## config.mk

```make
export PLATFORM = sky130hd
export DESIGN_NAME = riscv_test_monitor
export DESIGN_NICKNAME = d
export VERILOG_FILES = /design/src/rtl/riscv_test_monitor_pkg.sv /design/src/rtl/riscv_test_reg_snoop.sv /design/src/rtl/riscv_test_monitor.sv
export SDC_FILE = /design/constraint.sdc
export NUM_CORES = 1
export LEC_CHECK = 0
export ABC_AREA = 0
export ABC_CLOCK_PERIOD_IN_PS = 2950
export CELL_PAD_IN_SITES_DETAIL_PLACEMENT = 0
export CELL_PAD_IN_SITES_GLOBAL_PLACEMENT = 1
export CORE_AREA = 2 2 130 132
export DETAILED_ROUTE_END_ITERATION = 10
export DIE_AREA = 0 0 132 134
export PLACE_DENSITY = 0.76
export SYNTH_ARGS = -nofsm -noshare
export SYNTH_HDL_FRONTEND = slang
export SYNTH_SLANG_ARGS = --single-unit
```

## constraint.sdc

```tcl
create_clock -name clk -period 2.95 [get_ports clk]
set_input_delay 0.4425 -clock clk [delete_from_list [all_inputs] [get_ports clk]]
set_output_delay 0.4425 -clock clk [all_outputs]
set_load 0.02 [all_outputs]
```

## src/rtl/riscv_test_monitor_pkg.sv

```systemverilog
// Shared state encoding and default register indices for the riscv-tests pass/fail monitor.
package riscv_test_monitor_pkg;

    typedef enum logic [1:0] {
        ST_RUN     = 2'd0,
        ST_SETTLE  = 2'd1,
        ST_DONE    = 2'd2,
        ST_TIMEOUT = 2'd3
    } mon_state_t;

    localparam int unsigned DEF_DONE_REG = 26;
    localparam int unsigned DEF_PASS_REG = 27;
    localparam int unsigned DEF_TNUM_REG = 3;

endpackage

```

## src/rtl/riscv_test_reg_snoop.sv

```systemverilog
// Shadow copy of one architectural register, taken from the register-file write port.
module riscv_test_reg_snoop #(
    parameter int unsigned XLEN = 32,
    parameter int unsigned IDX  = 0
) (
    input  logic            clk,
    input  logic            rst,
    input  logic            clear,
    input  logic            we,
    input  logic [4:0]      waddr,
    input  logic [XLEN-1:0] wdata,
    output logic [XLEN-1:0] value,
    output logic [XLEN-1:0] value_nxt,
    output logic            wr_one
);

    localparam logic [4:0] IDX5 = 5'(IDX);

    logic hit;

    // Index 0 never matches, so x0 writes are dropped and an index of 0 pins the shadow at 0.
    assign hit       = we && (IDX5 != 5'd0) && (waddr == IDX5);
    assign wr_one    = hit && (wdata == XLEN'(1));
    assign value_nxt = hit ? wdata : value;

    always_ff @(posedge clk or negedge rst) begin
        if (!rst) begin
            value <= '0;
        end else if (clear) begin
            value <= '0;
        end else begin
            value <= value_nxt;
        end
    end

endmodule

```

## src/rtl/riscv_test_monitor.sv

```systemverilog
// Pass/fail monitor for riscv-tests programs: snoops done/result/test-number registers,
// waits a settle window after done, then holds a sticky verdict; includes a RUN watchdog.
module riscv_test_monitor
    import riscv_test_monitor_pkg::*;
#(
    parameter int unsigned XLEN           = 32,
    parameter int unsigned DONE_REG       = DEF_DONE_REG,
    parameter int unsigned PASS_REG       = DEF_PASS_REG,
    parameter int unsigned TNUM_REG       = DEF_TNUM_REG,
    parameter int unsigned SETTLE_CYCLES  = 10,
    parameter int unsigned TIMEOUT_CYCLES = 100000,
    parameter int unsigned CNT_W          = 32
) (
    input  logic             clk,
    input  logic             rst,
    input  logic             reg_we_i,
    input  logic [4:0]       reg_waddr_i,
    input  logic [XLEN-1:0]  reg_wdata_i,
    input  logic             clear_i,
    output logic [1:0]       state_o,
    output logic             done_o,
    output logic             pass_o,
    output logic             fail_o,
    output logic             timeout_o,
    output logic [XLEN-1:0]  fail_testnum_o,
    output logic [CNT_W-1:0] cycle_cnt_o
);

    localparam int unsigned    SW          = (SETTLE_CYCLES > 1) ? $clog2(SETTLE_CYCLES) : 1;
    localparam logic [SW-1:0]  SETTLE_LOAD = SW'(SETTLE_CYCLES - 1);
    localparam logic [CNT_W-1:0] TO_LAST   = CNT_W'(TIMEOUT_CYCLES - 1);

    mon_state_t       state;
    logic [SW-1:0]    settle_cnt;

    logic [XLEN-1:0]  done_val, done_nxt;
    logic [XLEN-1:0]  pass_val, pass_nxt;
    logic [XLEN-1:0]  tnum_val, tnum_nxt;
    logic             done_one, pass_one, tnum_one;
    logic             pass_now;
    logic             unused_ok;

    riscv_test_reg_snoop #(.XLEN(XLEN), .IDX(DONE_REG)) u_done (
        .clk(clk), .rst(rst), .clear(clear_i),
        .we(reg_we_i), .waddr(reg_waddr_i), .wdata(reg_wdata_i),
        .value(done_val), .value_nxt(done_nxt), .wr_one(done_one)
    );

    riscv_test_reg_snoop #(.XLEN(XLEN), .IDX(PASS_REG)) u_pass (
        .clk(clk), .rst(rst), .clear(clear_i),
        .we(reg_we_i), .waddr(reg_waddr_i), .wdata(reg_wdata_i),
        .value(pass_val), .value_nxt(pass_nxt), .wr_one(pass_one)
    );

    riscv_test_reg_snoop #(.XLEN(XLEN), .IDX(TNUM_REG)) u_tnum (
        .clk(clk), .rst(rst), .clear(clear_i),
        .we(reg_we_i), .waddr(reg_waddr_i), .wdata(reg_wdata_i),
        .value(tnum_val), .value_nxt(tnum_nxt), .wr_one(tnum_one)
    );

    assign unused_ok = &{1'b0, done_val, done_nxt, pass_val, tnum_val, pass_one, tnum_one};

    // Verdict samples the post-edge shadow so a write landing on the final settle edge counts.
    assign pass_now = (pass_nxt == XLEN'(1));
    assign state_o  = state;

    always_ff @(posedge clk or negedge rst) begin
        if (!rst) begin
            state          <= ST_RUN;
            settle_cnt     <= '0;
            cycle_cnt_o    <= '0;
            done_o         <= 1'b0;
            pass_o         <= 1'b0;
            fail_o         <= 1'b0;
            timeout_o      <= 1'b0;
            fail_testnum_o <= '0;
        end else if (clear_i) begin
            state          <= ST_RUN;
            settle_cnt     <= '0;
            cycle_cnt_o    <= '0;
            done_o         <= 1'b0;
            pass_o         <= 1'b0;
            fail_o         <= 1'b0;
            timeout_o      <= 1'b0;
            fail_testnum_o <= '0;
        end else begin
            case (state)
                ST_RUN: begin
                    if (cycle_cnt_o != '1) cycle_cnt_o <= cycle_cnt_o + CNT_W'(1);
                    if (done_one) begin
                        state      <= ST_SETTLE;
                        settle_cnt <= SETTLE_LOAD;
                    end else if (cycle_cnt_o == TO_LAST) begin
                        state          <= ST_TIMEOUT;
                        done_o         <= 1'b1;
                        pass_o         <= 1'b0;
                        fail_o         <= 1'b1;
                        timeout_o      <= 1'b1;
                        fail_testnum_o <= tnum_nxt;
                    end
                end
                ST_SETTLE: begin
                    if (cycle_cnt_o != '1) cycle_cnt_o <= cycle_cnt_o + CNT_W'(1);
                    if (settle_cnt == '0) begin
                        state          <= ST_DONE;
                        done_o         <= 1'b1;
                        pass_o         <= pass_now;
                        fail_o         <= !pass_now;
                        fail_testnum_o <= tnum_nxt;
                    end else begin
                        settle_cnt <= settle_cnt - SW'(1);
                    end
                end
                default: begin
                end
            endcase
        end
    end

endmodule

```

==> metrics.txt, run 1 <==
status=finished, final reports clean; DR DRC count=0; Tmin final=2.73 ns; most common flop cell mapped by yosys=dfrtp_1; worst hold slack=between 0.004 and 0.005 ns; worst r2r path cells=8; Initial Utilization=0.400; Net Sw Frac=0.232; WP data required=3.26 ns; P_sw=1.02 mW; final WL=17200 µm; core region area=16300 µm²; type of the worst min-delay path=input pin to asynchronous set/reset pin; Syn Inst Count=654; final instance area=8490 µm²; Detailed Place HPWL=11500 µm; root buffer cell=clkbuf_16; XOR/XNOR Fraction of Synth Area=0; Synth area leaders=dfrtp_1, nand2_1, a21oi_1, mux2_4, mux2_2; PwrDens=520 nW/µm²; RR Endpoint=fail_testnum_o[22]; CTS buffer count=17; post-synthesis sequential area ratio=0.530; startpoint types=register; main combinational cell family by area after synthesis=simple AND/OR/NAND/NOR gates; DRT iter0 DRCs=431; first-pass GRT wire length=28400 µm; # IOs=111; post-route ant nets=0; crit end category=register; clock skew=0.0122 ns; Finish-stage setup viols=0; synthesized flop and latch total=138; synth-to-layout area growth=30.4%; final hold vios=0; All-Layer GR Usage=0.200; post-synth cell types=49; syn avg cell area=9.96 µm²; layout cells sized above 1=0.135; Die Ht=134 µm; RSZ-0062 raised after global routing=no; worst slew pin tran=0.613 ns; Synth Area in Compound Gates=0.109; Seq pwr share=0.436; Ys Warns=0; dpl cell area=7880 µm²; fraction of registers with async set/reset=1.00; Max Slew Vio Count=0; port buffer count=110; Finished Layout Cells=about 1000; Power Internal=3.39 mW; diode count=0; Setup Crit Path Kind=register to register; combinational share of power=0.061; wire length on met1=~8100 µm; worst-path fanout max=15; Adder-Cell Fraction of Synth Area=0.00576; vias in the first global route=about 5.4k; Synth Cell Area=6510 µm²; Setup TNS Final=0 ns; Design Power=4.41 mW; via count=5399; dpl cells=just under 1k; fill cell total of the finished layout=approximately 1.5k; CTS tree=done; maximum root-to-sink buffer count=2; Clock Sinks=138; die area=17700 µm²; DR WL met3=722 µm; slew margin rel.=0.591; VDD IR max=0.411 mV; Post-CTS Setup Bufs=0; crit share post-route=0.924; Synth top area share=0.530; DRT Pass-1 Iters=5; WL per Instance=~17 µm; Final #Nets=807; met2 wire len=a little over 8000 µm; worst skew pair latency=0.42 ns; r2r setup slk=0.22 ns; Post-synth EDFFs=0; leading area contributor after synthesis=dfrtp_1; Remaining Overflow, GRT=0; H-tree level count=4; multiplexer share of the synthesized area=0.0897; syn_nets=around 700; Max Cap Viol=0; clock-pin slew on the worst setup and hold paths=0.06 ns; clock share of power=0.502; FP Rows=47; detailed-route vias per instance=5.42; Synth Area in Simple Gates=0.226; Leak=3.51 nW; largest net degree at the start of global routing=between 50 and 60; Achievable Freq=~370 MHz; initial antenna violation count=0; uppermost layer routed=met4; worst flop-to-flop path startpoint=settle_cnt[0]; GPL Wtd Cong=0.795; Die X=132 µm; CP Data Arrival Time=3.03 ns; # hold bufs at CTS=0; Gates resized, CTS repair=0
power by group through the flow:
stage | combinational (mW) | sequential [mW] | clock (mW)
final | 0.271 | 1.92 | 2.22
after global routing | 0.296 | 1.93 | 2.34
after CTS | 0.276 | 1.92 | 2.26
after detailed placement | 0.275 | 1.96 | 0
after global placement | 0.270 | 1.96 | 0
after floorplan | 0.0974 | 1.97 | 0
worst max-delay path: stages (launching register included):
cell and delay, ns:
dfrtp_1 0.39, inv_1 0.13, ha_1 0.19, or3b_1 0.48, a21oi_2 0.17, or4b_1 0.49
o21a_2 0.29, buf_12 0.18, mux2_4 0.30
metrics by stage:
stage | setup slack, ns | utilization
floorplan | 0.444 | -
global placement | 0.143 | 0.484
detailed placement | 0.0789 | 0.484
CTS | 0.215 | 0.521
global route | 0.114 | 0.521
finish | 0.223 | 0.521
cells in the mapped netlist (2+ instances only):
cell type,count
nand2_1,148
dfrtp_1,138
a21oi_1,90
clkbuf_1,29
mux2_4,27
nor4_1,23
nor2_1,19
nand3_1,17
mux2_2,15
o21ai_0,15
nand4_1,14
or4_1,14
o31ai_1,12
nor2b_1,11
inv_1,9
or3_1,9
nor3_1,7
and4_1,6
and3_1,4
buf_2,4
nor4b_1,4
buf_1,3
buf_12,3
ha_1,3
and2_1,2
buf_6,2
o21a_1,2
o311a_1,2
or4b_2,2
how the worst max path moves through the flow:
stage | startpoint | to | cells past startpoint | slack [ns]
after floorplan | settle_cnt[0] | fail_testnum_o[10] | 10 | 0.44
after global placement | reg_wdata_i[4] | fail_testnum_o[28] | 6 | 0.14
after detailed placement | reg_wdata_i[29] | fail_testnum_o[24] | 8 | 0.08
after CTS | settle_cnt[0] | fail_o | 8 | 0.21
after global routing | settle_cnt[0] | fail_testnum_o[21] | 8 | 0.11
final | settle_cnt[0] | fail_testnum_o[22] | 8 | 0.22
final cells by class:
| type | count | area (µm²) | share of cell area |
|---|---|---|---|
| sequential | 138 | 3450 | 0.407 |
| timing repair buffer | 131 | 1310 | 0.154 |
| tap | 220 | 275 | 0.0324 |
| clock inverter | 12 | 163 | 0.0192 |
| inverter | 9 | 33.8 | 0.00398 |
| multi-input combinational | 466 | 2810 | 0.331 |
| clock buffer | 20 | 447 | 0.0526 |
cells by family after synthesis:
kind of cell / Yosys count
AO/OA/AOI/OAI: 128
multiplexers: 43
AND/OR/NAND/NOR: 292
buffers and inverters: 50
flip-flops: 138
adder cells (fa/ha/maj): 3
placed cells by master (no fill, tap or decap), types with 2 or more instances in the layout:
cell / synthesis / routed
nor4b_1: 4 / 4
nor2_1: 19 / 19
nand3_1: 17 / 17
mux2_2: 15 / 15
or4_1: 14 / 14
o311a_1: 2 / 2
o21ai_0: 15 / 15
and2_1: 2 / 2
clkbuf_1: 29 / 2
clkdlybuf4s50_1: 0 / 108
nor4_1: 23 / 23
mux2_4: 27 / 27
dfrtp_1: 138 / 138
clkinv_4: 0 / 2
inv_6: 0 / 4
bufinv_16: 0 / 3
nand4_1: 14 / 14
a21oi_1: 90 / 90
and3_1: 4 / 4
or3_1: 9 / 9
buf_4: 0 / 18
nor3_1: 7 / 7
clkinvlp_4: 0 / 2
o31ai_1: 12 / 12
ha_1: 3 / 3
and4_1: 6 / 6
buf_12: 3 / 4
or4b_2: 2 / 2
nor2b_1: 11 / 11
inv_1: 9 / 9
clkbuf_16: 0 / 17
nor4_4: 1 / 2
nand2_1: 148 / 148
per-layer routing:
layer	global-route usage	up-vias
met3	0.0385	21
met1	0.277	2680
li1	-	2543
met5	0	-
met2	0.316	155
met4	0.0737	0
flip-flops by register name (all words and copies together), names as in the netlist:
| signal | cells |
|---|---|
| cycle_cnt_o | 32 |
| fail_testnum_o | 32 |
| u_pass.value | 32 |
| u_tnum.value | 32 |
| settle_cnt | 4 |
| state_o | 2 |
| done_o | 1 |
| fail_o | 1 |
| pass_o | 1 |
| timeout_o | 1 |
Power figures use the tool's default switching activity.
==> run 2: changes to the inputs <==
--- a/config.mk
+++ b/config.mk
@@ -9,10 +9,12 @@
 export ABC_CLOCK_PERIOD_IN_PS = 2950
 export CELL_PAD_IN_SITES_DETAIL_PLACEMENT = 0
 export CELL_PAD_IN_SITES_GLOBAL_PLACEMENT = 1
-export CORE_AREA = 2 2 130 132
+export CORE_AREA = 2 2 145 147
 export DETAILED_ROUTE_END_ITERATION = 10
-export DIE_AREA = 0 0 132 134
-export PLACE_DENSITY = 0.76
+export DIE_AREA = 0 0 147 149
+export PLACE_DENSITY = 0.78
+export REMOVE_ABC_BUFFERS = 1
 export SYNTH_ARGS = -nofsm -noshare
 export SYNTH_HDL_FRONTEND = slang
+export SYNTH_HIERARCHICAL = 1
 export SYNTH_SLANG_ARGS = --single-unit
==> run 2 against run 1 <==
First-iteration DRC count shrank 2.6%. Maximum frequency up 1.7%. Combinational power is 14% higher. Cell count up 14%. Via count grew 10%. Hold slack better by 0.017 ns. Register-to-register slack improved by 0.14 ns. Count of clock-buffer cells in the layout is 3 higher. Synthesized area increased by 7.7%. Critical path type is now input pin to register. Critical endpoint is now pass_o. Largest cell class unchanged. Largest power group unchanged.
==> metrics.txt, run 2 <==
Max Slew Vio Count=0 (unchanged); startpoint types=input pin (was register); final core utilization=0.443 (was 0.521); Die X=147 µm (was 132 µm); FP Rows=53 (was 47); Syn Inst Count=732 (was 654); Die Ht=149 µm (was 134 µm); # hold bufs at CTS=0 (unchanged); Setup TNS Final=0 ns (unchanged); dpl cell area=8530 µm² (was 7880 µm²); most frequent cells in the layout=dfrtp_1, clkdlybuf4s50_1, o21ai_0, nand2_1, a21oi_1 (was nand2_1, dfrtp_1, clkdlybuf4s50_1, a21oi_1, mux2_4); detailed-route vias per instance=5.21 (was 5.42); RSZ-0062 raised after global routing=no (unchanged); final hold vios=0 (unchanged); slew margin rel.=0.587 (was 0.591); Remaining Overflow, GRT=0 (unchanged); Achievable Freq=373 MHz (was 367 MHz); H-tree level count=4 (unchanged); port buffer count=110 (unchanged); layout cells sized above 1=0.132 (was 0.135); largest net degree at the start of global routing=65 (was 59); Finish-stage setup viols=0 (unchanged); clock skew=0.00742 ns (was 0.0122 ns); Detailed Place HPWL=13100 µm (was 11500 µm); fill cell total of the finished layout=2026 (was 1470); vias in the first global route=5638 (was 5402); Tmin final=2.68 ns (was 2.73 ns); via count=5938 (was 5399); VDD IR max=0.289 mV (was 0.411 mV); worst skew pair latency=0.42 ns (about the same); crit end category=register (unchanged); DRT iter0 DRCs=420 (was 431); worst-path fanout max=13 (was 15); Post-CTS Setup Bufs=0 (unchanged); post-route ant nets=0 (unchanged); WP data required=3.30 ns (was 3.26 ns); PwrDens=471 nW/µm² (was 520 nW/µm²); dpl ws=-0.0414 ns (was 0.0789 ns); root buffer cell=clkbuf_16 (unchanged); Gates resized, CTS repair=0 (unchanged); Leak=4.30 nW (was 3.51 nW); CTS buffer count=17 (unchanged); Setup Crit Path Kind=input pin to register (was register to register); first-pass GRT wire length=31100 µm (was 28400 µm); final WL=19300 µm (was 17200 µm); Max Cap Viol=0 (unchanged); DRT Pass-1 Iters=5 (unchanged); core region area=20600 µm² (was 16300 µm²); die area=21900 µm² (was 17700 µm²); status=finished, final reports clean (unchanged); worst slew pin tran=0.620 ns (was 0.613 ns); type of the worst min-delay path=input pin to asynchronous set/reset pin (unchanged); initial antenna violation count=1 (was 0); CP Data Arrival Time=3.03 ns (about the same); GPL Wtd Cong=0.809 (was 0.795); DR DRC count=0 (unchanged); Synth Cell Area=7010 µm² (was 6510 µm²); Clock Sinks=138 (unchanged); Ys Warns=6 (was 0); critical path, cell by cell=clkdlybuf4s50_1 > nand2b_1 > buf_4 > o21ai_0 > nand2_1 > nor4_1 > nand3_1 > nor4_1 > buf_4 > mux2i_1 > nor2_1 (was inv_1 > ha_1 > or3b_1 > a21oi_2 > or4b_1 > o21a_2 > buf_12 > mux2_4); # IOs=111 (unchanged); All-Layer GR Usage=0.179 (was 0.200); Initial Utilization=0.341 (was 0.400); maximum root-to-sink buffer count=2 (unchanged); max incr delay on CP=0.46 ns (was 0.49 ns); clock-pin slew on the worst setup and hold paths=0.06 ns (about the same); setup ws final=0.270 ns (was 0.223 ns); syn avg cell area=9.58 µm² (was 9.96 µm²); most common cell after layout, fill and taps aside=dfrtp_1 (was nand2_1); Max stage delay cell, worst path=clkdlybuf4s50_1 (was or4b_1); crit share post-route=0.909 (was 0.924); Final #Nets=895 (was 807); synth-to-layout area growth=29.8% (was 30.4%); final instance area=9100 µm² (was 8490 µm²); CTS tree=done (unchanged); WL per Instance=17.0 µm (was 17.3 µm)
-- run 2: path summary, 6_finish.rpt --
kind / end / start / slack [ns] / cells after the start
max in group asynchronous: cycle_cnt_o[17] / rst / 2.20 / 2
worst max-delay path: pass_o / reg_waddr_i[2] / 0.27 / 11
worst max register to register: fail_testnum_o[26] / cycle_cnt_o[19] / 0.36 / 6
worst min-delay path: fail_testnum_o[25] / rst / 0.02 / 1
min in group clk: fail_testnum_o[22] / clear_i / 0.44 / 2
worst min register to register: timeout_o / timeout_o / 0.49 / 1
-- run 2: where the power goes --
part	internal (mW)	total [mW]	switching [mW]	leakage [nW]
Combinational	0.117	0.308	0.191	2.11
Clock	1.28	2.07	0.790	0.273
Sequential	1.90	1.91	0.00914	1.92
Total	3.30	4.29	0.990	4.30
-- run 2: metrics by stage --
stage          power (mW)  hold WS [ns]  cells
2_1_floorplan        2.02         0.147    677
3_3_place_gp         2.26         0.484   1107
3_5_place_dp         2.26         0.481   1107
4_1_cts              4.34        0.0275   1138
5_1_grt              4.43        0.0633   1139
6_report             4.29        0.0218   1139
-- run 2: cell type report --
type,count,area (µm²),share of cell area
inverter,7,26.3,0.00289
timing repair buffer,155,1530,0.168
multi-input combinational,532,3190,0.350
clock buffer,23,468,0.0514
sequential,138,3450,0.379
clock inverter,8,95.1,0.0104
tap,275,344,0.0378
antenna,1,2.50,0.000275
-- run 2: worst max-delay path, delay by kind of cell --
kind	cells	cell delay, ns
buffers and inverters	3	0.87
AOI/OAI and AO/OA	1	0.27
and+or+nand+nor	6	1.38
muxes	1	0.06
-- run 2: layer usage --
| layer | GRT usage | vias to the layer above | wire (µm) | part of all wire |
|---|---|---|---|---|
| met5 | 0 | - | 0 | 0 |
| met2 | 0.277 | 130 | 8950 | 0.46 |
| li1 | - | 2856 | - | - |
| met3 | 0.0339 | 29 | 792 | 0.041 |
| met1 | 0.251 | 2923 | 9140 | 0.47 |
| met4 | 0.0688 | 0 | 433 | 0.022 |
